File: src/rtl/serial_compare.sv
// Bit-serial magnitude comparator: consumes one (a,b) bit pair per transfer and reports A>B / A==B / A<B.
// Build option: define SERIAL_CMP_LSB_FIRST_EN for LSB-first operands (last differing bit decides).
module serial_compare #(
    parameter int MAX_BITS = 32
) (
    input  logic clk,
    input  logic rst,
    input  logic in_valid,
    output logic in_ready,
    input  logic a,
    input  logic b,
    input  logic in_last,
    output logic out_valid,
    input  logic out_ready,
    output logic out1,
    output logic out2,
    output logic out3,
    output logic trunc
);

    localparam int CW = (MAX_BITS > 1) ? $clog2(MAX_BITS) : 1;
    localparam logic [CW-1:0] LAST_COUNT = CW'(MAX_BITS - 1);

    typedef enum logic {
        S_RUN  = 1'b0,
        S_DONE = 1'b1
    } state_t;

    typedef enum logic [1:0] {
        DEC_NONE = 2'd0,
        DEC_GT   = 2'd1,
        DEC_LT   = 2'd2
    } decision_t;

    state_t    state_q, state_d;
    decision_t dec_q, dec_d;
    logic [CW-1:0] count_q, count_d;
    logic      trunc_q, trunc_d;

    logic      transfer;
    logic      atLimit;

    assign transfer = in_valid && in_ready;
    assign atLimit  = (count_q == LAST_COUNT);

    always_ff @(posedge clk) begin
        if (rst) begin
            state_q <= S_RUN;
            dec_q   <= DEC_NONE;
            count_q <= '0;
            trunc_q <= 1'b0;
        end else begin
            state_q <= state_d;
            dec_q   <= dec_d;
            count_q <= count_d;
            trunc_q <= trunc_d;
        end
    end

    always_comb begin
        state_d = state_q;
        dec_d   = dec_q;
        count_d = count_q;
        trunc_d = trunc_q;
        unique case (state_q)
            S_RUN: begin
                if (transfer) begin
                    if (a != b) begin
`ifdef SERIAL_CMP_LSB_FIRST_EN
                        dec_d = a ? DEC_GT : DEC_LT;
`else
                        if (dec_q == DEC_NONE) begin
                            dec_d = a ? DEC_GT : DEC_LT;
                        end
`endif
                    end
                    // The counter stops at the limit; reaching it ends the operand either way.
                    if (in_last || atLimit) begin
                        state_d = S_DONE;
                        trunc_d = !in_last;
                    end else begin
                        count_d = count_q + 1'b1;
                    end
                end
            end
            S_DONE: begin
                if (out_ready) begin
                    state_d = S_RUN;
                    dec_d   = DEC_NONE;
                    count_d = '0;
                    trunc_d = 1'b0;
                end
            end
            default: state_d = S_RUN;
        endcase
    end

    assign in_ready  = (state_q == S_RUN);
    assign out_valid = (state_q == S_DONE);
    assign out1      = out_valid && (dec_q == DEC_GT);
    assign out2      = out_valid && (dec_q == DEC_NONE);
    assign out3      = out_valid && (dec_q == DEC_LT);
    assign trunc     = out_valid && trunc_q;

endmodule

File: config.mk
export PLATFORM = sky130hd
export DESIGN_NAME = serial_compare
export DESIGN_NICKNAME = d
export VERILOG_FILES = /design/src/rtl/serial_compare.sv
export SDC_FILE = /design/constraint.sdc
export NUM_CORES = 1
export LEC_CHECK = 0
export BUFFER_PORTS_ARGS = -buffer_cell sky130_fd_sc_hd__buf_4
export CAP_MARGIN = 0
export CORE_AREA = 2 2 39 41
export CTS_CLUSTER_DIAMETER = 60
export DETAILED_ROUTE_END_ITERATION = 7
export DIE_AREA = 0 0 41 43
export SLEW_MARGIN = 20
export SYNTH_ARGS = -nofsm -noshare
export SYNTH_HDL_FRONTEND = slang
export SYNTH_SLANG_ARGS = --single-unit
File: constraint.sdc
create_clock -name clk -period 2.2 [get_ports clk]
set_clock_uncertainty 0.15 [all_clocks]
set_input_delay 0.22 -clock clk [delete_from_list [all_inputs] [get_ports clk]]
set_output_delay 0.22 -clock clk [all_outputs]
set_load 0.05 [all_outputs]
# After elaboration in Yosys (flattened, before gate mapping)
# Cells that the tools add are included.
dict set report word_totals {
  reg_bits 9
  input_bits 7
  mem_bits_ro 0
  elab_cells 45
  n_memories 0
  mem_bits_rw 0
  latchBits 0
  out_inout_bits 6
}
dict set report op_classes {
  shifts 0
  n_addsub 1
  n_lt_le_gt_ge 0
  bitwise 1
  multipliers 0
  n_reduce_logical 11
  n_div 0
  mux 18
  n_eq_ne 10
}
# op n
set op_table {}
lappend op_table {{$mux W5} 3}
lappend op_table {{$mux W2} 5}
lappend op_table {{$pmux W5 S2} 1}
lappend op_table {{$ne A2 B1 Y1 const B} 4}
lappend op_table {{$mux W1} 6}
lappend op_table {{$reduce_and A3 Y1} 2}
lappend op_table {{$add A5 B1 Y5 const B} 1}
lappend op_table {{$eq A5 B5 Y1 const B} 1}
lappend op_table {{$logic_and A1 B1 Y1} 5}
lappend op_table {{$ne A2 B2 Y1 const B} 2}
lappend op_table {{$pmux W1 S2} 2}
lappend op_table {{$pmux W2 S2} 1}
lappend op_table {{$reduce_and A4 Y1} 1}
lappend op_table {{$eq A2 B1 Y1 const B} 1}
lappend op_table {{$eq A2 B2 Y1 const B} 1}
lappend op_table {{$logic_not A2 Y1} 1}
lappend op_table {{$logic_not A1 Y1} 1}
lappend op_table {{$logic_or A1 B1 Y1} 1}
lappend op_table {{$ne A1 B1 Y1} 1}
lappend op_table {{$not A1 Y1} 1}

# Logic depth before layout (Yosys ltp)
# Gate-level depths: netlist of run 1.
dict set report depth {
  ltp_word 5
  depth_mapped 7
  ltp_nobuf 6
}

# Worst setup path before layout of run 1
# OpenSTA, ideal clock, no wires.
dict set report synth_path {
  kind {register -> output}
  start {register state_q, in the netlist out_valid}
  end {output out3}
  t_required_ns 1.830
  n_path_buf 0
  stages_incl_launch_ff 3
  slack_ns -0.563
  t_arrival_ns 2.393
  cell_sequence {dfxtp_1 > inv_1 > nor3b_1}
}
dict set report synth_via {
  elab_chain_len 1
}
# item line
set synth_lines {}
lappend synth_lines {{start, declared} 35} ;# state_t state_q, state_d;
lappend synth_lines {{start signal, assigned} 53} ;# state_q <= state_d;
lappend synth_lines {{$logic_and A1 B1 Y1} 102} ;# assign out3 = out_valid && (dec_q == DEC_LT);
lappend synth_lines {{end, declared} 17} ;# output logic out3,
# No other way between the ends.

# Worst setup path after layout of run 1
dict set report layout_path {
  start {register count_q[0]}
  end {register count_q[3]}
}
dict set report layout_via {
  elab_chain_len 4
  elab_cells_between_ends 8
  cone_classes {1 x add/sub; 2 x eq/ne; 3 x mux; 2 x reduce/logical}
}
# item line
set layout_lines {}
lappend layout_lines {{start, declared} 37} ;# logic [CW-1:0] count_q, count_d;
lappend layout_lines {{start signal, assigned} 55} ;# count_q <= count_d;
lappend layout_lines {{$add A5 B1 Y5 or $eq A5 B5 Y1 (tied branches)} {82, 44}}
lappend layout_lines {{$mux W5 or $logic_or A1 B1 Y1 (tied branches)} 78} ;# if (in_last || atLimit) begin
lappend layout_lines {{$mux W5 or $ne A2 B2 Y1 (tied branches)} --}
lappend layout_lines {{$pmux W5 S2 or $reduce_and A3 Y1 (tied branches)} --}
# Parallel ways exist; a longest one is shown, timed or not. The select of a mux whose other input is x is not followed.
# A chain may end at the register's enable or synchronous reset.

==> results of run 1 <==
cell usage in the layout, fill, tap and decap left out, drive strengths merged:
cell type / n
buf: 16
dfxtp: 9
a21oi: 7
inv: 4
nand2: 4
nand3: 4
clkbuf: 4
nor2: 3
nor4b: 2
nand2b: 2
a32oi: 2
o21ai: 2
or3: 2
ha: 2
and2: 1
and3: 1
nor3b: 1
nor3: 1
or4b: 1
o211ai: 1
or2b: 1
and2b: 1
a211oi: 1
state kept, by name (all words and copies together) (netlist names):
| name | cells |
|---|---|
| dec_q | 2 |
| trunc_q | 1 |
| out_valid | 1 |
| count_q | 5 |
per-stage QoR:
step | power (mW) | util (%) | instances
after detailed placement | 0.2383 | 43.49 | 84
after global placement | 0.2375 | 43.49 | 84
after floorplan | 0.2136 | - | 54
final | 0.3683 | 46.47 | 88
after global routing | 0.3841 | 46.47 | 88
after CTS | 0.3704 | 45.66 | 88
metal layers:
layer	up-vias	wire, um	track usage (%)	part of all wire [%]
met2	8	486	19.69	47
met4	0	36	12.00	3.5
met1	214	478	17.31	46
li1	229	-	-	-
met5	-	0	0	0
met3	5	32	4.712	3.1
power breakdown:
group	total [mW]	switching (mW)	internal, mW	leakage, nW
clock	0.132	0.0618	0.0701	0.0150
combinational	0.0611	0.0337	0.0274	0.173
sequential	0.175	0.00743	0.168	0.0731
kinds of logic (layout without fill, tap and decap cells):
group	count (synthesis)	after routing	share of synthesized area, %
compound gates	13	13	17.32
buf+inv	6	24	5.304
flops	9	9	40.22
simple gates	24	24	31.57
fa+ha+maj	2	2	5.586
critical path, stage by stage, from the launching register on:
cell	delay, ns
dfxtp_1	0.32
ha_1	0.20
and3_1	0.19
ha_2	0.17
or4b_4	0.52
buf_4	0.17
o21ai_0	0.21
a21oi_2	0.08
final timing paths:
path | from | to | slack [ns] | depth (start not counted)
max | count_q[0]$_SDFFE_PP0P_ | count_q[3]$_SDFFE_PP0P_ | 0.1 | 7
min | in_last | trunc_q$_SDFFE_PP0P_ | 0.01 | 2
max reg2reg | count_q[0]$_SDFFE_PP0P_ | count_q[3]$_SDFFE_PP0P_ | 0.1 | 7
min reg2reg | count_q[4]$_SDFFE_PP0P_ | count_q[4]$_SDFFE_PP0P_ | 0.34 | 2
what timing repair did:
action,in CTS,in global routing
endpoints found under the setup margin,1,2
hold endpoints to repair,0,0
cloned,0,0
pin swaps,0,2
resized for setup,1,3
cell type report:
| type | count | area (um^2) | share of cell area (%) |
|---|---|---|---|
| inverter | 4 | 15.01 | 2.335 |
| sequential | 9 | 180.2 | 28.02 |
| multi-input combinational | 39 | 281.5 | 43.77 |
| tap | 16 | 20.02 | 3.113 |
| timing repair buffer | 16 | 120.1 | 18.68 |
| clock buffer | 4 | 26.28 | 4.086 |
==> results.txt, run 1 <==
- The path class of the tightest hold or removal check is in -> reg.
* Final Hold Fails: 0
* Layout Nets: 82
- For the pin with the worst max-slew slack, the measured transition is 0.3582 ns.
- #FFs+latches synth: 9
- Leading post-synthesis cells by instance count: 9 x dfxtp_1, 7 x a21oi_1, 4 x inv_1, 4 x nand2_1, 4 x nand3_1
* Clock root buffer: clkbuf_4
- On the final layout, the worst hold slack is 0.01319 ns.
- After clock tree synthesis, the clock-pin slew on the worst setup and hold paths is 0.06 ns.
- Leading cell types by total area after synthesis: dfxtp_1 40%, a21oi_1 7.8%, ha_1 5.6%
* Instance area at placement: 601.8 um^2
- Count of distinct cell types in the synthesized netlist: 23
* Most numerous cell in the Yosys netlist: dfxtp_1
- The first global-routing pass estimated 1.656 mm of wire.
- The final layout contains routed wiring with a total length of 1.034 mm.
- After synthesis, the largest area contributor takes up 40.22% of total cell area.
* Leak Pwr: 0.2615 nW
- The number of antenna violations at the first check in global routing is 0.
- Via count: 456
* Share of the clock period used by the worst path: 95.63%
- Final setup violating endpoints: 0
- Number of buffers on the longest clock path: 2
- Entering global routing, the biggest net connects 11 pins.
- FFs w/ async S/R, synth: 0%
* Slew margin rel.: 75.78%
- Final period demand of the worst path: 2.104 ns
- Crit path launch type: flop
* Worst Setup End Kind: flop
- Share of layout cells above drive strength 1: 37.50%
- The core region is 0.001384 mm^2.
* # DRC: 0
- Timing would allow up to 0.4753 GHz.
* Biggest fanout along the worst timing path: 5
- Max Cap Viol: 0
- CTS saw 9 sinks.
- Power per cell area: 572.6 mW/mm^2
* Die Outline Area: 0.001763 mm^2
- Clock latency on the worst-skew pair, taken at its later pin, is 0.27 ns.
- Routability-driven placement finished with a final weighted congestion of 0.7394.
* GRT Overall Usage: 14.44%
- Synthesized area per cell: 8.295 um^2
- Synthesized Nets: 63
- Post-CTS timing repair inserted 0 buffers for setup.
- Final critical-path setup slack: 0.09607 ns
- HPWL Detailed: 742.4 um
- Post-Synthesis Cell Area: 447.9 um^2
- Hold repair after CTS inserted 0 buffers.
- Largest area contributor in the netlist: dfxtp_1
- After the first detailed-routing iteration, the DRC count stood at 5.
* Worst Path Required: 2.21 ns
- The number of global-route vias before repair was 414.
* Count of warnings emitted by yosys: 0
- # rows: 14
- CTS built an H-tree with a depth of 1.
* Initial Util: 32.37%
- For this run the aggregate overflow at the end of global routing stands at 0.
- The pre-antenna-repair detailed-routing pass consisted of 2 iterations.
* Port-buffer cells: 12
- The die is 43 um tall.
- After detailed routing, the number of vias per cell comes to 5.182.
- The flow ran to the end, and the final reports show no timing, DRC or antenna violations.
- IR analysis of the VDD net gives a maximum drop of 302.7 uV.
- Among all flip-flop cells after synthesis, the most frequent one is dfxtp_1.
- I/O pins: 13
- Clock buffer count from CTS: 3
* EDFF count, synth: 0
- Final setup TNS: 0 ns
* Arrival time reported for the critical path endpoint: 2.11 ns
- Setup repair after global routing left no endpoint under its margin.
- Setup WS pre-CTS: 0.006536 ns
- Start-to-end type of the worst setup path: reg -> reg
- Clock tree from TritonCTS: done
- After filler insertion, the fill cell instance count of the layout stands at 145.
- Counting every instance in the synthesized netlist gives 54.
- Layout Area Growth over Synthesis: 43.58%
* Diodes inserted: 0
* Die outline width: 41 um
- Final std cell area, no fill: 643.1 um^2
* Average routed wire per standard cell: 11.75 um
* Final count of pins violating max slew: 0
- Post-detailed-route count of antenna-violating nets: 0
- Of the synthesized area, sequential elements account for 40.22%.
(Power assumes the default switching activity.)
==> run 2: changes to the inputs <==
- clock period: 2.2 -> 2.67 ns (I/O delays scaled with it)
==> run 2 against run 1 <==
Clock power down 17%. Maximum frequency down 7.9%. Wire length down 8.8%. Register-to-register slack better by 0.29 ns. Worst hold slack better by 0.046 ns. Via count down 5.0%. Cell count down 4.5%. First-iteration DRC count unchanged. Largest power group unchanged.
==> results.txt, run 2 (synthesized netlist as in run 1, its figures left out) <==
- Largest vdd supply drop: 193.3 uV
* Vert. Die Dim: 43 um
- The initial utilization of the core area, before any placement, comes to 32.37%.
- Number of resized instances in the post-cts repair step: 0
- Max Cap Viol: 0
- In this run the post-CTS setup repair buffer count came out at 0.
- Of the cells placed in the final design, the portion with a size suffix greater than 1 is 27.94%.
* Die outline width: 41 um
- The number of global-route vias before repair came to 397.
- Critical path's largest stage delay: 0.63 ns
* Share of the clock period used by the worst path: 85.56%
- In the final layout, the registers with the most flip-flops are count_q (5), dec_q (2).
* Measured slew at the worst slew-check pin: 0.5153 ns
- The repair_antennas step left the layout with diodes totalling 0.
* Detailed router's first-iteration violation count: 5
- Sequential share of power: 48.5%
* Clock buffer count from CTS: 3
* Most frequent cells in the layout: 12 x buf_4, 9 x dfxtp_1, 7 x a21oi_1
- Non-filler instance count after layout: 84
- Net switching is 27.74% of the power.
- Post-detailed-route count of antenna-violating nets: 0
* GRT Overall Usage: 14.06%
* Number of antenna violations at the first check in global routing: 0
- The longest clock path from root to sink contains 2 buffers.
* Final weighted congestion in routability-driven placement: 0.7102
- Measured on the finished design, the core utilization comes to 42.31%.
- Start-to-end type of the worst setup path: reg -> reg
* I/O pins: 13
- At the worst endpoint, the arrival time is 2.33 ns.
- After detailed placement, the design holds a cell count of 80.
* Final Hold Fails: 0
- The filler cells instantiated in the layout total 134.
- For this run, the top clock speed supported by timing is 0.4377 GHz.
- Final setup violating endpoints: 0
- Part of the power in the clock network: 37.0%
- Along the worst path, the maximum fanout reaches 7.
* Vias per cell: 5.155
- The analysis attributes to net switching a power of 0.08204 mW.
- After global routing the overflow that remains totals 0.
- The tightest min-delay check is of the in -> reg type.
- The register with the most flip-flops in the layout has 5 of them.
* Layout Area Growth over Synthesis: 30.73%
- Slew margin rel.: 65.16%
- The routed layout has 433 vias.
* Share of total power in combinational logic: 14.5%
* Chain of cells forming the critical path: ha_1, and3_1, ha_1, or4b_1, or3_1, a21oi_1
- Final wirelength: 943 um
* Leak Pwr: 0.2435 nW
- CTS built an H-tree with a depth of 1.
- Run status: finished, final reports clean
- In this run the power density over the cells is 505.0 mW/mm^2.
* Clock tree from TritonCTS: done
- Average routed wire per standard cell: 11.23 um
- # rows: 14
- The largest individual stage delay along the critical path comes from the cell or4b_1.
- # DRC: 0
- Setup repair after global routing missed its margin: no
- Worst hold margin: 0.05935 ns
* Clock transition time at the flip-flop clock pins of the worst setup and hold paths: 0.06 ns
- Layout Nets: 78
- The worst setup path is launched from a flop.
- The first global-routing pass estimated 1.587 mm of wire.
- Port-buffer cells: 12
- The first detailed-routing pass ran for 4 iterations.
* Core Footprint: 0.001384 mm^2
* Hold Buf Count CTS: 0
- CP most frequent cell: ha_1
- Setup total negative slack on the finished layout was measured at 0 ns.
- At the later pin of the worst-skew pair, clock insertion delay measures 0.26 ns.
- Power Internal: 0.2137 mW
- The clock period could shrink to 2.285 ns.
- In this run the clock root is driven by a clkbuf_4.
* Final count of pins violating max slew: 0
- Entering global routing, the biggest net connects 11 pins.
- Leading cell type in the layout, fill and taps excluded: buf_4
* Most flop-heavy register: count_q
- Clock Sinks: 9
* Die Outline Area: 0.001763 mm^2
- Worst Setup End Kind: flop
- The wire-length estimate of the detail-placed layout is 712.6 um.
- Data on the critical path is required at its endpoint by 2.72 ns.
[run 2: layer usage]
metal / share of wire (%) / global-route usage (%) / wire length, um
met4: 4.0 / 12.00 / 38
met3: 4.5 / 4.712 / 42
met1: 48 / 18.01 / 450
met2: 44 / 17.81 / 412
met5: 0 / 0 / 0
[run 2: through the flow]
step / total power [mW] / setup WS, ns / area (um^2)
floorplan: 0.1738 / 0.3402 / 457.9
global placement: 0.1896 / 0.4183 / 559.3
detailed placement: 0.1897 / 0.3951 / 559.3
CTS: 0.3001 / 0.3748 / 585.6
global route: 0.3120 / 0.2907 / 585.6
finish: 0.2957 / 0.3854 / 585.6
[run 2: power by group through the flow]
stage	clock network (mW)	logic, mW	registers, mW
3_3_place_gp	0	0.0431	0.146
5_1_grt	0.120	0.0473	0.144
3_5_place_dp	0	0.0431	0.147
6_report	0.109	0.0428	0.144
4_1_cts	0.113	0.0432	0.144
2_1_floorplan	0	0.0254	0.148
[run 2: path summary, 6_finish.rpt]
kind | slack, ns | to | startpoint | cells after the start
worst max-delay path | 0.39 | count_q[3]$_SDFFE_PP0P_ | count_q[0]$_SDFFE_PP0P_ | 6
worst min-delay path | 0.06 | trunc_q$_SDFFE_PP0P_ | in_last | 2
worst max register to register | 0.39 | count_q[3]$_SDFFE_PP0P_ | count_q[0]$_SDFFE_PP0P_ | 6
worst min register to register | 0.33 | count_q[4]$_SDFFE_PP0P_ | count_q[4]$_SDFFE_PP0P_ | 2
[run 2: final cells by class]
class / instances / area [um^2] / area share [%]
Multi-Input combinational cell: 39 / 254.0 / 43.38
Timing Repair Buffer: 12 / 90.09 / 15.38
Sequential cell: 9 / 180.2 / 30.77
Inverter: 4 / 15.01 / 2.564
Clock buffer: 4 / 26.28 / 4.487
Tap cell: 16 / 20.02 / 3.419
[run 2: critical path: cells and delay by family (launching register included)]
kind                       cells  cell delay, ns
adders and majority gates      2            0.42
DFF                            1            0.33
AOI/OAI and AO/OA              1            0.14
and+or+nand+nor                3            1.19
